==> config.mk <==
export PLATFORM = sky130hd
export DESIGN_NAME = decode_stage
export DESIGN_NICKNAME = d
export VERILOG_FILES = /design/src/rtl/decode_stage.sv
export SDC_FILE = /design/constraint.sdc
export NUM_CORES = 1
export LEC_CHECK = 0
export ABC_AREA = 1
export BUFFER_PORTS_ARGS = -buffer_cell sky130_fd_sc_hd__buf_2
export CAP_MARGIN = 5
export CELL_PAD_IN_SITES_DETAIL_PLACEMENT = 0
export CELL_PAD_IN_SITES_GLOBAL_PLACEMENT = 1
export CORE_MARGIN = 5
export CORE_UTILIZATION = 33
export CTS_BUF_LIST = sky130_fd_sc_hd__clkbuf_4
export CTS_CLUSTER_SIZE = 20
export DETAILED_ROUTE_END_ITERATION = 8
export MAX_ROUTING_LAYER = met4
export PLACE_DENSITY = 0.86
export SYNTH_ARGS = -nofsm -noshare
export SYNTH_HDL_FRONTEND = slang
export SYNTH_SLANG_ARGS = --single-unit
export TNS_END_PERCENT = 100
==> constraint.sdc <==
create_clock -name clk -period 1.35 [get_ports clk]
set_input_delay 0.405 -clock clk [delete_from_list [all_inputs] [get_ports clk]]
set_output_delay 0.405 -clock clk [all_outputs]
set_load 0.02 [all_outputs]
==> src/rtl/decode_stage.sv <==
`default_nettype none
//============================================================================
// Module      : decode_stage
// Description : RV32 instruction decode stage sitting directly upstream of
//               the ALU. Accepts a fetched instruction word and PC over a
//               valid/ready handshake, decodes it combinationally into a
//               one-hot instruction vector, register addresses and a
//               sign-extended immediate, and holds the result in a
//               one-entry pipeline register that feeds execute.
//               Supports backpressure (stall) and flush (branch redirect).
// Config      : `define RV32M_EN to decode the M extension
//               (opcode 0x33, funct7 0x01 -> vector bits 37..44). When it is
//               undefined those encodings are reported as illegal.
// Ports       : clk, rst_n (async, active-low)
//               in_valid/in_ready/in_instr/in_pc   : fetch side
//               flush                               : drop held + incoming
//               out_valid/out_ready                 : execute side
//               out_instructions, out_rs1_addr, out_rs2_addr, out_rd_addr,
//               out_imm, out_pc, out_illegal         : decoded instruction
// Revision    : 1.0 - initial release
//============================================================================
`timescale 1ns/1ps

module decode_stage #(
  parameter int              XLEN     = 32,
  parameter int              INSTR_W  = 47,
  parameter logic [XLEN-1:0] RESET_PC = '0
) (
  input  logic               clk,
  input  logic               rst_n,
  input  logic               in_valid,
  output logic               in_ready,
  input  logic [31:0]        in_instr,
  input  logic [XLEN-1:0]    in_pc,
  input  logic               flush,
  output logic               out_valid,
  input  logic               out_ready,
  output logic [INSTR_W-1:0] out_instructions,
  output logic [4:0]         out_rs1_addr,
  output logic [4:0]         out_rs2_addr,
  output logic [4:0]         out_rd_addr,
  output logic [XLEN-1:0]    out_imm,
  output logic [XLEN-1:0]    out_pc,
  output logic               out_illegal
);

  // Opcodes of the supported RV32I/M major groups
  localparam logic [6:0] c_OP_R      = 7'h33;
  localparam logic [6:0] c_OP_IMM    = 7'h13;
  localparam logic [6:0] c_OP_LOAD   = 7'h03;
  localparam logic [6:0] c_OP_STORE  = 7'h23;
  localparam logic [6:0] c_OP_BRANCH = 7'h63;
  localparam logic [6:0] c_OP_JAL    = 7'h6F;
  localparam logic [6:0] c_OP_JALR   = 7'h67;
  localparam logic [6:0] c_OP_LUI    = 7'h37;
  localparam logic [6:0] c_OP_AUIPC  = 7'h17;
  localparam logic [6:0] c_OP_FENCE  = 7'h0F;
  localparam logic [6:0] c_OP_SYSTEM = 7'h73;

  localparam logic [31:0] c_ECALL  = 32'h0000_0073;
  localparam logic [31:0] c_EBREAK = 32'h0010_0073;

  // ---------------------------------------------------------------------
  // Field extraction and immediate formats
  // ---------------------------------------------------------------------
  logic [6:0]  w_opcode;
  logic [2:0]  w_funct3;
  logic [6:0]  w_funct7;
  logic [31:0] w_imm_i;
  logic [31:0] w_imm_s;
  logic [31:0] w_imm_b;
  logic [31:0] w_imm_j;
  logic [31:0] w_imm_u;
  logic [31:0] w_imm_sh;

  assign w_opcode = in_instr[6:0];
  assign w_funct3 = in_instr[14:12];
  assign w_funct7 = in_instr[31:25];

  assign w_imm_i  = {{20{in_instr[31]}}, in_instr[31:20]};
  assign w_imm_s  = {{20{in_instr[31]}}, in_instr[31:25], in_instr[11:7]};
  // imm[12] of a branch is instr[31], so it is covered by the sign copies
  assign w_imm_b  = {{20{in_instr[31]}}, in_instr[7], in_instr[30:25],
                     in_instr[11:8], 1'b0};
  // imm[20] of a jump is instr[31], likewise covered by the sign copies
  assign w_imm_j  = {{12{in_instr[31]}}, in_instr[19:12], in_instr[20],
                     in_instr[30:21], 1'b0};
  assign w_imm_u  = {in_instr[31:12], 12'b0};
  assign w_imm_sh = {27'b0, in_instr[24:20]};

  // ---------------------------------------------------------------------
  // Combinational decode
  // ---------------------------------------------------------------------
  logic [INSTR_W-1:0] w_vec;
  logic               w_legal;
  logic               w_use_rs1;
  logic               w_use_rs2;
  logic               w_use_rd;
  logic [31:0]        w_imm_sel;

  always_comb begin
    w_vec     = '0;
    w_legal   = 1'b0;
    w_use_rs1 = 1'b0;
    w_use_rs2 = 1'b0;
    w_use_rd  = 1'b0;
    w_imm_sel = '0;

    case (w_opcode)
      c_OP_R: begin
        w_use_rs1 = 1'b1;
        w_use_rs2 = 1'b1;
        w_use_rd  = 1'b1;
        if (w_funct7 == 7'h00) begin
          w_legal = 1'b1;
          case (w_funct3)
            3'd0:    w_vec[0] = 1'b1;  // ADD
            3'd1:    w_vec[5] = 1'b1;  // SLL
            3'd2:    w_vec[8] = 1'b1;  // SLT
            3'd3:    w_vec[9] = 1'b1;  // SLTU
            3'd4:    w_vec[2] = 1'b1;  // XOR
            3'd5:    w_vec[6] = 1'b1;  // SRL
            3'd6:    w_vec[3] = 1'b1;  // OR
            default: w_vec[4] = 1'b1;  // AND
          endcase
        end else if (w_funct7 == 7'h20) begin
          if (w_funct3 == 3'd0) begin
            w_legal  = 1'b1;
            w_vec[1] = 1'b1;           // SUB
          end else if (w_funct3 == 3'd5) begin
            w_legal  = 1'b1;
            w_vec[7] = 1'b1;           // SRA
          end
        end
`ifdef RV32M_EN
        else if (w_funct7 == 7'h01) begin
          w_legal = 1'b1;
          case (w_funct3)
            3'd0:    w_vec[37] = 1'b1; // MUL
            3'd1:    w_vec[38] = 1'b1; // MULH
            3'd2:    w_vec[39] = 1'b1; // MULHSU
            3'd3:    w_vec[40] = 1'b1; // MULHU
            3'd4:    w_vec[41] = 1'b1; // DIV
            3'd5:    w_vec[42] = 1'b1; // DIVU
            3'd6:    w_vec[43] = 1'b1; // REM
            default: w_vec[44] = 1'b1; // REMU
          endcase
        end
`endif
      end

      c_OP_IMM: begin
        w_use_rs1 = 1'b1;
        w_use_rd  = 1'b1;
        w_imm_sel = w_imm_i;
        case (w_funct3)
          3'd0: begin w_legal = 1'b1; w_vec[10] = 1'b1; end  // ADDI
          3'd2: begin w_legal = 1'b1; w_vec[17] = 1'b1; end  // SLTI
          3'd3: begin w_legal = 1'b1; w_vec[18] = 1'b1; end  // SLTIU
          3'd4: begin w_legal = 1'b1; w_vec[11] = 1'b1; end  // XORI
          3'd6: begin w_legal = 1'b1; w_vec[12] = 1'b1; end  // ORI
          3'd7: begin w_legal = 1'b1; w_vec[13] = 1'b1; end  // ANDI
          3'd1: begin
            // Shift immediates carry only a 5-bit shamt; upper bits select the op
            w_imm_sel = w_imm_sh;
            if (w_funct7 == 7'h00) begin
              w_legal   = 1'b1;
              w_vec[14] = 1'b1;        // SLLI
            end
          end
          default: begin
            w_imm_sel = w_imm_sh;
            if (w_funct7 == 7'h00) begin
              w_legal   = 1'b1;
              w_vec[15] = 1'b1;        // SRLI
            end else if (w_funct7 == 7'h20) begin
              w_legal   = 1'b1;
              w_vec[16] = 1'b1;        // SRAI
            end
          end
        endcase
      end

      c_OP_LOAD: begin
        w_use_rs1 = 1'b1;
        w_use_rd  = 1'b1;
        w_imm_sel = w_imm_i;
        case (w_funct3)
          3'd0:    begin w_legal = 1'b1; w_vec[19] = 1'b1; end  // LB
          3'd1:    begin w_legal = 1'b1; w_vec[20] = 1'b1; end  // LH
          3'd2:    begin w_legal = 1'b1; w_vec[21] = 1'b1; end  // LW
          3'd4:    begin w_legal = 1'b1; w_vec[22] = 1'b1; end  // LBU
          3'd5:    begin w_legal = 1'b1; w_vec[23] = 1'b1; end  // LHU
          default: ;
        endcase
      end

      c_OP_STORE: begin
        w_use_rs1 = 1'b1;
        w_use_rs2 = 1'b1;
        w_imm_sel = w_imm_s;
        case (w_funct3)
          3'd0:    begin w_legal = 1'b1; w_vec[24] = 1'b1; end  // SB
          3'd1:    begin w_legal = 1'b1; w_vec[25] = 1'b1; end  // SH
          3'd2:    begin w_legal = 1'b1; w_vec[26] = 1'b1; end  // SW
          default: ;
        endcase
      end

      c_OP_BRANCH: begin
        w_use_rs1 = 1'b1;
        w_use_rs2 = 1'b1;
        w_imm_sel = w_imm_b;
        case (w_funct3)
          3'd0:    begin w_legal = 1'b1; w_vec[27] = 1'b1; end  // BEQ
          3'd1:    begin w_legal = 1'b1; w_vec[28] = 1'b1; end  // BNE
          3'd4:    begin w_legal = 1'b1; w_vec[29] = 1'b1; end  // BLT
          3'd5:    begin w_legal = 1'b1; w_vec[30] = 1'b1; end  // BGE
          3'd6:    begin w_legal = 1'b1; w_vec[31] = 1'b1; end  // BLTU
          3'd7:    begin w_legal = 1'b1; w_vec[32] = 1'b1; end  // BGEU
          default: ;
        endcase
      end

      c_OP_JAL: begin
        w_legal   = 1'b1;
        w_use_rd  = 1'b1;
        w_imm_sel = w_imm_j;
        w_vec[33] = 1'b1;
      end

      c_OP_JALR: begin
        if (w_funct3 == 3'd0) begin
          w_legal   = 1'b1;
          w_use_rs1 = 1'b1;
          w_use_rd  = 1'b1;
          w_imm_sel = w_imm_i;
          w_vec[34] = 1'b1;
        end
      end

      c_OP_LUI: begin
        w_legal   = 1'b1;
        w_use_rd  = 1'b1;
        w_imm_sel = w_imm_u;
        w_vec[35] = 1'b1;
      end

      c_OP_AUIPC: begin
        w_legal   = 1'b1;
        w_use_rd  = 1'b1;
        w_imm_sel = w_imm_u;
        w_vec[36] = 1'b1;
      end

      // FENCE has no effect on an in-order single-issue core: legal NOP
      c_OP_FENCE: begin
        if (w_funct3 == 3'd0) begin
          w_legal = 1'b1;
        end
      end

      // Only the two exact environment-call encodings are supported
      c_OP_SYSTEM: begin
        if (in_instr == c_ECALL) begin
          w_legal   = 1'b1;
          w_vec[45] = 1'b1;
        end else if (in_instr == c_EBREAK) begin
          w_legal   = 1'b1;
          w_vec[46] = 1'b1;
        end
      end

      default: ;
    endcase
  end

  // Illegal encodings present an all-zero payload
  logic [4:0]  w_rs1;
  logic [4:0]  w_rs2;
  logic [4:0]  w_rd;
  logic [31:0] w_imm;

  assign w_rs1 = (w_legal && w_use_rs1) ? in_instr[19:15] : 5'd0;
  assign w_rs2 = (w_legal && w_use_rs2) ? in_instr[24:20] : 5'd0;
  assign w_rd  = (w_legal && w_use_rd)  ? in_instr[11:7]  : 5'd0;
  assign w_imm = w_legal ? w_imm_sel : 32'd0;

  // ---------------------------------------------------------------------
  // Handshake and pipeline register
  // ---------------------------------------------------------------------
  logic               r_valid;
  logic [INSTR_W-1:0] r_vec;
  logic [4:0]         r_rs1;
  logic [4:0]         r_rs2;
  logic [4:0]         r_rd;
  logic [XLEN-1:0]    r_imm;
  logic [XLEN-1:0]    r_pc;
  logic               r_illegal;
  logic               w_accept;

  assign in_ready = !flush && (!r_valid || out_ready);
  assign w_accept = in_valid && in_ready;

  // Flush has priority; payload registers only move on accept so a stalled
  // instruction stays bit-stable.
  always_ff @(posedge clk or negedge rst_n) begin
    if (!rst_n) begin
      r_valid   <= 1'b0;
      r_vec     <= '0;
      r_rs1     <= '0;
      r_rs2     <= '0;
      r_rd      <= '0;
      r_imm     <= '0;
      r_pc      <= RESET_PC;
      r_illegal <= 1'b0;
    end else if (flush) begin
      r_valid <= 1'b0;
    end else if (w_accept) begin
      r_valid   <= 1'b1;
      r_vec     <= w_vec;
      r_rs1     <= w_rs1;
      r_rs2     <= w_rs2;
      r_rd      <= w_rd;
      r_imm     <= XLEN'($signed(w_imm));
      r_pc      <= in_pc;
      r_illegal <= !w_legal;
    end else if (out_ready) begin
      r_valid <= 1'b0;
    end
  end

  assign out_valid        = r_valid;
  assign out_instructions = r_vec;
  assign out_rs1_addr     = r_rs1;
  assign out_rs2_addr     = r_rs2;
  assign out_rd_addr      = r_rd;
  assign out_imm          = r_imm;
  assign out_pc           = r_pc;
  assign out_illegal      = r_illegal;

endmodule

`default_nettype wire

# Word-level counts from Yosys, hierarchy flattened
# Cells that the tools add are included.
dict set report op_classes {
  eq_ne 21
  muxes 58
  bitwise 1
  reduce_logical 25
}
# cell count
set ops {}
lappend ops {{$pmux 32 s7} 1}
lappend ops {{$mux 32} 3}
lappend ops {{$mux 1} 38}
lappend ops {{$eq 32x21->1 const B} 1}
lappend ops {{$eq 32x7->1 const B} 1}
lappend ops {{$eq 7x6->1 const B} 4}
lappend ops {{$eq 7x7->1 const B} 4}
lappend ops {{$mux 5} 5}
lappend ops {{$reduce_or 6->1} 3}
lappend ops {{$eq 7x5->1 const B} 2}
lappend ops {{$reduce_or 7->1} 2}
lappend ops {{$eq 3x3->1 const B} 4}
lappend ops {{$mux 10} 1}
lappend ops {{$reduce_or 5->1} 2}
lappend ops {{$mux 9} 1}
lappend ops {{$reduce_or 3->1} 3}
lappend ops {{$pmux 1 s8} 1}
lappend ops {{$eq 7x2->1 const B} 1}
lappend ops {{$eq 7x4->1 const B} 1}
lappend ops {{$logic_not 7->1} 1}
lappend ops {{$eq 3x2->1 const B} 2}
lappend ops {{$mux 2} 3}
lappend ops {{$mux 6} 1}
lappend ops {{$pmux 1 s2} 3}
lappend ops {{10 further kinds} 17}
dict set report word_totals {
  ff_bits 120
  output_inout_bits 129
  word_cells 113
}

# Depth between registers and ports, before layout
# Gate-level depths: netlist of run 1.
dict set report depth {
  depth_word 8
  depth_mapped 14
}

# Worst setup path after synthesis of run 1
# Ideal clock, no wire load.
dict set report synth_path {
  path_kind {reg-to-reg}
  from {register r_valid, in the netlist out_valid}
  to {register r_vec[46], in the netlist out_instructions[46]}
  arrival_ns 1.669
  setup_slack_ns -0.437
  stages_incl_launch_ff 10
  n_path_buf 3
  period_less_slack_ns 1.787
  cell_sequence {dfrtp_1 > nand2_1 > inv_1 > nor2_1 > nand2_1 > buf_2 > clkbuf_1 > buf_1 > nand2_1 > nand2_1}
}
dict set report synth_via {
  elab_chain_cells 5
}
# item line_no
set synth_rtl {}
lappend synth_rtl {{start: declaration} 292} ;# logic r_valid;
lappend synth_rtl {{start signal: assignment} 309} ;# r_valid <= 1'b0;
lappend synth_rtl {{start signal: assignment} 318} ;# r_valid <= 1'b0;
lappend synth_rtl {{start signal: assignment} 320} ;# r_valid <= 1'b1;
lappend synth_rtl {{$logic_not 1->1} 302} ;# assign in_ready = !flush && (!r_valid || out_ready);
lappend synth_rtl {{$logic_or 1x1->1} 302}
lappend synth_rtl {{$logic_and 1x1->1} 302}
lappend synth_rtl {{net in_ready} 32} ;# output logic in_ready,
lappend synth_rtl {{$logic_and 1x1->1} 303} ;# assign w_accept = in_valid && in_ready;
lappend synth_rtl {{$reduce_and 2->1 (no source line)} --}
lappend synth_rtl {{end signal: assignment} 321} ;# r_vec <= w_vec;
lappend synth_rtl {{end: declaration} 293} ;# logic [INSTR_W-1:0] r_vec;
# The timed path passes the listed nets, and every way through them passes these cells.
# A chain may end at the register's enable or synchronous reset.

# Final worst setup path of run 1
dict set report layout_path {
  from {register r_valid, in the netlist out_valid}
  to {register r_vec[20], in the netlist out_instructions[20]}
}
dict set report layout_via {
  elab_chain_cells 5
}
# item line_no
set layout_rtl {}
lappend layout_rtl {{$logic_not 1->1} 302}
lappend layout_rtl {{$logic_or 1x1->1} 302}
lappend layout_rtl {{$logic_and 1x1->1} 302}
lappend layout_rtl {{$logic_and 1x1->1} 303}
lappend layout_rtl {{$reduce_and 2->1 (no source line)} --}
# No other way between the ends.

==> results of run 1 <==
[kinds of logic after synthesis]
kind of cell,Yosys count,share of synthesized area (%)
and+or+nand+nor,518,36.6
DFF,120,50.9
buffers and inverters,97,7.34
AOI/OAI and AO/OA,54,5.07
other,1,0.0636
[synth_stat cells (all sizes together) (2+ instances only)]
library cell	n
o211ai	2
buf	28
nor2	95
o31ai	5
clkbuf	15
inv	53
dfrtp	120
nand2	328
a21boi	2
a21oi	7
nand3	82
o21ai	35
nand4	11
[state kept, by name (all words and copies together) (netlist names)]
name / cells
out_instructions: 39
out_imm: 32
out_pc: 32
out_rd_addr: 5
out_rs1_addr: 5
out_rs2_addr: 5
out_illegal: 1
out_valid: 1
[repair_timing]
item                       4_1_cts  5_1_grt
setup endpoints to repair      225      240
hold buffers                     1        0
cloned                           6        7
pin swaps                        5       21
resized for setup              295      200
buffers inserted                50       44
hold endpoints to repair       120        0
[tightest hold or removal path, delay by kind of cell]
kind	cells	cell delay, ns
and+or+nand+nor	2	0.08
buffers and inverters	1	0.08
[area by class of cell]
type / instances / area (um^2)
diodes: 2 / 5.00
inverters: 54 / 230
repair inverters: 1 / 11.3
clock buffers: 17 / 128
multi-input cells: 580 / 3270
clock inverters: 12 / 231
fillers: 1435 / 6470
well taps: 225 / 282
flip-flops and latches: 120 / 3000
repair buffers: 401 / 3790
[routing by layer]
| metal | vias to the layer above | GRT usage (%) | share of wire, % |
|---|---|---|---|
| li1 | 3255 | - | - |
| met1 | 3212 | 26.4 | 42 |
| met2 | 267 | 32.8 | 49 |
| met3 | 40 | 5.52 | 7.0 |
| met4 | 0 | 6.64 | 2.2 |
| met5 | - | - | 0 |
[power breakdown]
group,total [mW],switching [mW],internal (mW)
registers,3.86,0.111,3.75
clock network,3.30,1.33,1.97
logic,1.97,1.02,0.951
[final timing paths]
check,start,end,slack (ns),depth (start not counted)
min in group asynchronous,rst_n,out_instructions[0],0.25,2
min reg2reg,out_imm[24],out_imm[24],0.50,2
min,in_pc[9],out_pc[9],0.08,3
max,out_valid,out_instructions[20],-0.43,12
max in group asynchronous,rst_n,out_valid,0.56,3
max reg2reg,out_valid,out_instructions[20],-0.43,12
==> run_results.csv, run 1 <==
group,metric,value,unit
status,status,"complete, but fails checks",
status,violations,"setup timing",
layout,fin_nets,1244,
sta,finalWorstSetupSlack,-0.433,ns
synth,synth_cell_types,29,
floorplan,ios,198,
synth,post-synth-top-area-cell,"dfrtp_1",
clock_network,root_buffer,"clkbuf_4",
worst_setup_path,path_delay_family,"buffers and inverters",
layout,final_util,62.9,%
synth,synthCells,790,
synth,async_flop_share,100,%
power_and_ir_drop,total_leakage_power,5.87,nW
layout,layout-drive-gt1-share,52.6,%
grt,grt_pass1_wl,32600,um
synth,ys.warnings.count,0,
clock_network,cts_tree,"done",
worst_setup_path,critPathKind,"flop to flop",
power_and_ir_drop,power.density,834,nW/um^2
grt,track_usage,20.9,%
synth,synth_top_flop_cell,"dfrtp_1",
clock_network,cts.reportedPaths.clkPinSlew,0.10,ns
layout,mostFrequentLayoutCell,"nand2_1",
routing,post_drt_wl_per_cell,16.3,um
worst_setup_path,critical_path_arrival,2.24,ns
worst_setup_path,path_buf_inv,7,
placement,post-place-ws,-0.547,ns
grt,grt_start_max_net_pins,49,
clock_network,clk_path_buf_depth,2,
placement,place_area,7940,um^2
floorplan,dieHeight,144,um
floorplan,initial_core_util,33.9,%
worst_setup_path,crit_chain,"nand2_2 > inv_2 > nor2_4 > buf_4 > buf_6 > buf_6 > nand2_8 > clkinv_8 > buf_8 > nand4_1 > buf_6 > o21ai_2",
worst_setup_path,slowest_delay,0.43,ns
sta,hold_viol_final,0,
power_and_ir_drop,p_total,9.13,mW
placement,hpwl,15000,um
sta,rsz0062_at_grt,"true",
flow_run,drv_cap,0,
sta,max_clock_freq,561,MHz
synth,avgSynthCellArea,7.46,um^2
synth,synth_edf_count,0,
sta,min_period,1.78,ns
worst_setup_path,cp-start-kind,"flop",
floorplan,die_x,144,um
floorplan,core,17400,um^2
worst_setup_path,slowest_stage,"dfrtp_2",
floorplan,core.rowCount,48,
synth,syn_area,5900,um^2
power_and_ir_drop,peakVddDrop,0.000908,V
grt,grt_pass1_vias,6408,
sta,final.period_utilization,132,%
layout,final_area,10900,um^2
clock_network,worst_skew_pair.late_latency,0.54,ns
worst_setup_path,worstSetupEndpointType,"flop",
placement,port_buffers,189,
routing,vias,6774,
clock_network,cts.htree.levels,4,
grt,antenna_found_initial,1,
sta,hold_ws,0.0783,ns
sta,finalClockSkew,0.0233,ns
synth,ys_ff_latch,120,
synth,synth_area_leaders,"dfrtp_1, nand2_1, nand3_1",
grt,gr-total-overflow,0,
sta,finalSetupViolations,240,
worst_setup_path,path_max_fanout,4,
sta,setup_tns,-49.87,ns
min_path,hold_class,"primary input to flop",
routing,drt-initial-drc-count,435,
worst_setup_path,critPathMostFrequentCell,"buf_6",
routing,route.detailed.drc,0,
worst_setup_path,cp.required,1.81,ns
synth,yosysTopAreaCellShare,50.9,%
layout,final_cell_mix,"nand2_1, buf_4, buf_6",
clock_network,cts_buffers,17,
routing,via_per_inst,4.80,
floorplan,dieArea,20600,um^2
placement,dpl.cell_count,1276,
routing,drtAntennaViolNets,0,
placement,gp_congestion,0.911,
routing,finalWirelength,23000,um
routing,dr.pass1.iters,5,
layout,fin_cells,1412,
clock_network,cts_sinks,120,
sta,maxSlewViolCount,0,
synth,yosysSeqAreaShare,50.9,%
layout,synthToLayoutAreaGrowth,85.7,%
(Power assumes the default switching activity.)
==> inputs of run 2 (changes only) <==
--- a/config.mk
+++ b/config.mk
@@ -10,6 +10,7 @@
 export CAP_MARGIN = 5
 export CELL_PAD_IN_SITES_DETAIL_PLACEMENT = 0
 export CELL_PAD_IN_SITES_GLOBAL_PLACEMENT = 1
+export CORE_ASPECT_RATIO = 2
 export CORE_MARGIN = 5
 export CORE_UTILIZATION = 33
 export CTS_BUF_LIST = sky130_fd_sc_hd__clkbuf_4
==> run 2 against run 1 <==
The flow still finishes with violations (setup timing). Via count shrank 0.74%. Cell area shrank 5.5%. First-iteration DRC count shrank 20%. Cell count is essentially flat. Clock skew shrank 0.010 ns. Die area grew 0.79%. Critical path depth shrank 8. Global-route usage grew 2.2 points. Critical endpoint is now in_ready.
==> run_results.csv, run 2 (synthesized netlist as in run 1, its figures left out) <==
group,metric,value,unit
sta,min_period,1.72,ns
sta,max_clock_freq,582,MHz
clock_network,cts_tree,"done",
worst_setup_path,path_depth,4,
worst_setup_path,cp.required,0.95,ns
routing,post_drt_wl_per_cell,16.7,um
grt,grt_pass1_vias,6833,
worst_setup_path,slowest_stage,"dfrtp_2",
worst_setup_path,path_delay_family,"flip-flops",
layout,multi_input_area,2780,um^2
grt,track_usage,23.0,%
layout,synthToLayoutAreaGrowth,75.4,%
worst_setup_path,path_buf_inv,2,
sta,finalSetupViolations,233,
routing,finalWirelength,23700,um
worst_setup_path,r2r_end,"out_imm[10]",
routing,via_per_inst,4.76,
routing,dr.pass1.iters,5,
flow_run,drv_cap,0,
clock_network,cts_sinks,120,
worst_setup_path,r2r_slack,-0.24,ns
worst_setup_path,cp-start-kind,"flop",
floorplan,initial_core_util,33.3,%
sta,maxSlewViolCount,0,
routing,route.detailed.drc,0,
worst_setup_path,critPathKind,"flop to output pin",
worst_setup_path,r2r_start,"out_valid",
worst_setup_path,crit_chain,"nand2_2 > inv_2 > nor2_4 > buf_6",
sta,final.period_utilization,127,%
clock_network,cts.reportedPaths.clkPinSlew,0.11,ns
grt,antenna_found_initial,2,
clock_network,clk_path_buf_depth,2,
sta,hold_viol_final,0,
clock_network,root_buffer,"clkbuf_4",
worst_setup_path,path_max_fanout,2,
clock_network,cts.htree.levels,4,
placement,hpwl,17100,um
worst_setup_path,critical_path_arrival,1.31,ns
routing,met1_length,8040,um
routing,dr_wl_met3,943,um
worst_setup_path,rr_worst_depth,11,
routing,top_layer_used,"met4",
routing,wl_met2,13200,um
layout,fillers,1545,
sta,finalWorstSetupSlack,-0.367,ns
sta,hold_ws,0.0550,ns
floorplan,ios,198,
worst_setup_path,slowest_delay,0.43,ns
floorplan,dieArea,20800,um^2
floorplan,die_x,105,um
status,violations,"setup timing",
layout,largest_reg_flops,39,
layout,mostFrequentLayoutCell,"nand2_1",
routing,drtAntennaViolNets,0,
layout,layout-drive-gt1-share,42.2,%
worst_setup_path,critPathCapture,"in_ready",
power_and_ir_drop,peakVddDrop,0.000605,V
clock_network,cts_buffers,17,
grt,grt_pass1_wl,36000,um
sta,finalClockSkew,0.0133,ns
placement,gp_congestion,0.955,
routing,drt-initial-drc-count,349,
status,status,"complete, but fails checks",
worst_setup_path,worstSetupEndpointType,"output pin",
layout,final_cell_mix,"nand2_1, buf_4, buf_6",
layout,fin_nets,1254,
clock_network,worst_skew_pair.late_latency,0.56,ns
layout,seq_area,3000,um^2
floorplan,core.rowCount,69,
placement,port_buffers,189,
routing,vias,6724,
floorplan,core,17700,um^2
layout,fin_cells,1413,
power_and_ir_drop,total_leakage_power,5.64,nW
grt,gr-total-overflow,0,
min_path,hold_class,"primary input to flop",
grt,grt_start_max_net_pins,53,
floorplan,dieHeight,199,um
power_and_ir_drop,power.density,836,nW/um^2
sta,rsz0062_at_grt,"true",
placement,dpl.cell_count,1273,
worst_setup_path,startpoint,"out_valid",
[run 2: cell types whose count changed in the layout (fill, tap and decap cells not counted), moves of 7 or more]
cell	previous run	this run
nand2_1	239	309
nand2_2	64	12
dlygate4sd3_1	1	28
nand3_1	46	69
nand3_2	31	10
nand2_4	21	5
o21ai_1	15	23
clkbuf_16	7	0
nor2_1	68	75
[run 2: where the power goes]
group	switching (mW)	leakage [nW]	internal, mW
clock network	1.51	0.168	1.47
registers	0.113	1.62	3.75
logic	0.922	3.86	0.889
total	2.54	5.64	6.11
[run 2: area by class of cell]
type | count | share of cell area, %
multi-input combinational | 580 | 26.9
clock inverter | 15 | 1.95
tap | 213 | 2.58
antenna | 2 | 0.0484
timing repair buffer | 411 | 36.0
sequential | 120 | 29.0
timing repair inverter | 1 | 0.0847
inverter | 54 | 2.18
clock buffer | 17 | 1.23
[run 2: worst min-delay path by stage]
stage               slack, ns              to  startpoint  cells after the start
floorplan                0.11     out_illegal       rst_n                      0
finish                   0.05       out_pc[3]    in_pc[3]                      3
global route             0.02       out_pc[8]    in_pc[8]                      3
global placement         0.44  out_rd_addr[0]       rst_n                      2
CTS                    0.0008       out_pc[8]    in_pc[8]                      3
detailed placement       0.44  out_rd_addr[0]       rst_n                      2
[run 2: through the flow]
step	power [mW]	TNS (ns)	utilization, %	instance area, um^2	setup slack (ns)
after floorplan	4.53	-7.07	-	6140	-0.172
after global placement	5.18	-35.86	45.2	8010	-0.587
after detailed placement	5.20	-36.52	45.2	8010	-0.593
after CTS	8.71	-36.73	56.9	10100	-0.397
after global routing	9.05	-48.84	58.4	10300	-0.449
final	8.65	-31.72	58.4	10300	-0.367
[run 2: per-layer routing]
metal	up-vias	GRT usage, %
li1	3278	-
met1	3135	22.0
met2	232	42.2
met3	79	3.64
met4	0	15.0
met5	-	-
[run 2: worst min-delay path, delay by kind of cell]
kind / cells / cell delay (ns)
simple gates: 2 / 0.09
buf+inv: 1 / 0.08
[run 2: repair_timing]
action / in CTS / in global routing
hold buffers: 28 / 0
setup endpoints to repair: 231 / 240
endpoints found under the hold margin: 147 / 0
resized for setup: 317 / 19
gates cloned: 6 / 0
buffers inserted: 43 / 29
pin swaps: 7 / 1
==> inputs of run 3 (changes only) <==
--- a/config.mk
+++ b/config.mk
@@ -12,12 +12,12 @@
 export CELL_PAD_IN_SITES_GLOBAL_PLACEMENT = 1
 export CORE_ASPECT_RATIO = 2
 export CORE_MARGIN = 5
-export CORE_UTILIZATION = 33
+export CORE_UTILIZATION = 30
 export CTS_BUF_LIST = sky130_fd_sc_hd__clkbuf_4
 export CTS_CLUSTER_SIZE = 20
 export DETAILED_ROUTE_END_ITERATION = 8
 export MAX_ROUTING_LAYER = met4
-export PLACE_DENSITY = 0.86
+export PLACE_DENSITY = 0.8
 export SYNTH_ARGS = -nofsm -noshare
 export SYNTH_HDL_FRONTEND = slang
 export SYNTH_SLANG_ARGS = --single-unit
==> run 3 against run 2 <==
The run still ends with setup timing left. Die area up 9.3%. Routed wire length rose by 6.5%. Maximum frequency decreased by 0.14%. Via count grew 0.12%. Largest cell class unchanged. Highest routed layer unchanged.
==> run_results.csv, run 3 (synthesized netlist as in run 1, its figures left out) <==
group,metric,value,unit
status,status,"complete, but fails checks",
status,violations,"setup timing",
clock_network,cts_sinks,120,
clock_network,root_buffer,"clkbuf_4",
worst_setup_path,cp.required,0.95,ns
routing,vias,6732,
power_and_ir_drop,total_leakage_power,5.82,nW
layout,mostFrequentLayoutCell,"nand2_1",
flow_run,drv_cap,0,
routing,post_drt_wl_per_cell,17.2,um
placement,post-place-ws,-0.643,ns
min_path,hold_class,"primary input to flop",
placement,hpwl,17000,um
layout,seq_area,3010,um^2
grt,track_usage,20.9,%
power_and_ir_drop,power.density,814,nW/um^2
routing,via_per_inst,4.59,
grt,grt_pass1_vias,6608,
floorplan,ios,198,
layout,fin_cells,1467,
sta,final.period_utilization,127,%
sta,setup_tns,-46.50,ns
floorplan,dieHeight,208,um
floorplan,core.rowCount,72,
placement,place_area,8070,um^2
layout,largest_reg_flops,39,
sta,maxSlewViolCount,0,
layout,final_cell_mix,"nand2_1, buf_4, buf_6",
routing,drtAntennaViolNets,0,
grt,antenna_found_initial,1,
worst_setup_path,worstSetupEndpointType,"output pin",
grt,grt_start_max_net_pins,40,
power_and_ir_drop,peakVddDrop,0.000521,V
sta,max_clock_freq,582,MHz
layout,fillers,1755,
routing,drt-initial-drc-count,442,
sta,hold_viol_final,0,
clock_network,worst_skew_pair.late_latency,0.57,ns
clock_network,cts_tree,"done",
sta,finalWorstSetupSlack,-0.369,ns
clock_network,cts.reportedPaths.clkPinSlew,0.11,ns
layout,final_area,10800,um^2
worst_setup_path,path_buf_inv,2,
floorplan,die_x,109,um
sta,rsz0062_at_grt,"true",
clock_network,clk_path_buf_depth,2,
clock_network,cts_buffers,17,
sta,finalSetupViolations,240,
worst_setup_path,crit_chain,"nand2_2 > inv_2 > nor2_4 > buf_6",
routing,dr.pass1.iters,6,
worst_setup_path,critical_path_arrival,1.31,ns
worst_setup_path,path_delay_family,"flip-flops",
worst_setup_path,slowest_delay,0.43,ns
placement,gp_congestion,0.989,
placement,port_buffers,189,
sta,finalClockSkew,0.0133,ns
clock_network,cts.htree.levels,4,
worst_setup_path,cp-start-kind,"flop",
worst_setup_path,path_max_fanout,2,
routing,finalWirelength,25200,um
layout,final_util,56.0,%
grt,grt_pass1_wl,35100,um
placement,dpl.cell_count,1322,
grt,gr-total-overflow,0,
sta,hold_ws,0.0266,ns
layout,synthToLayoutAreaGrowth,84.0,%
floorplan,dieArea,22700,um^2
layout,multi_input_area,2980,um^2
layout,fin_nets,1263,
routing,route.detailed.drc,0,
worst_setup_path,critPathKind,"flop to output pin",
layout,layout-drive-gt1-share,47.7,%
floorplan,core,19400,um^2
sta,min_period,1.72,ns
worst_setup_path,slowest_stage,"dfrtp_2",
power_and_ir_drop,p_total,8.83,mW
floorplan,initial_core_util,30.4,%
[run 3: cell types whose count changed in the layout (fill, tap and decap cells not counted), moves of 9 or more]
cell           previous run  this run
o21ai_2                  11        20
nand2_1                 309       292
dlygate4sd3_1            28         5
nand2_2                  12        25
o21ai_1                  23        11
clkbuf_16                 0        11
[run 3: worst paths after layout]
| path | end | cells past startpoint | slack [ns] | startpoint |
|---|---|---|---|---|
| max in group asynchronous | out_pc[30] | 3 | 0.54 | rst_n |
| min in group asynchronous | out_instructions[35] | 2 | 0.26 | rst_n |
| max reg2reg | out_imm[8] | 12 | -0.31 | out_valid |
| max | in_ready | 4 | -0.37 | out_valid |
| min | out_pc[29] | 3 | 0.03 | in_pc[29] |
| min reg2reg | out_pc[30] | 2 | 0.51 | out_pc[30] |
[run 3: worst min-delay path, stage by stage]
cell and delay [ns]:
buf_2 0.07, nand2_1 0.04, nand2_1 0.04
[run 3: power breakdown]
part,switching [mW],total (mW),internal [mW]
Clock,1.50,2.96,1.46
Sequential,0.114,3.86,3.75
Combinational,1.00,2.01,1.00
Total,2.62,8.83,6.21
[run 3: cell type report]
class | count | area share (%)
multi-input cells | 580 | 27.5
inverters | 54 | 2.10
repair buffers | 421 | 36.8
flip-flops and latches | 120 | 27.7
well taps | 259 | 2.99
clock buffers | 18 | 1.25
diodes | 1 | 0.0231
clock inverters | 14 | 1.67
[run 3: per-layer routing]
layer  part of all wire [%]  global-route usage [%]  vias up
met2                     58                    39.3      185
met1                     35                    20.8     3219
met3                    3.6                    3.19       36
met5                      0                       -        -
met4                    3.5                    8.02        0
li1                       -                       -     3292
[run 3: what timing repair did]
| action | 4_1_cts | 5_1_grt |
|---|---|---|
| buffers inserted | 46 | 49 |
| endpoints found under the setup margin | 222 | 240 |
| hold buffers | 5 | 0 |
| gates resized for setup | 292 | 122 |
| hold endpoints to repair | 21 | 0 |
| pin swaps | 5 | 22 |
| gates cloned | 3 | 13 |
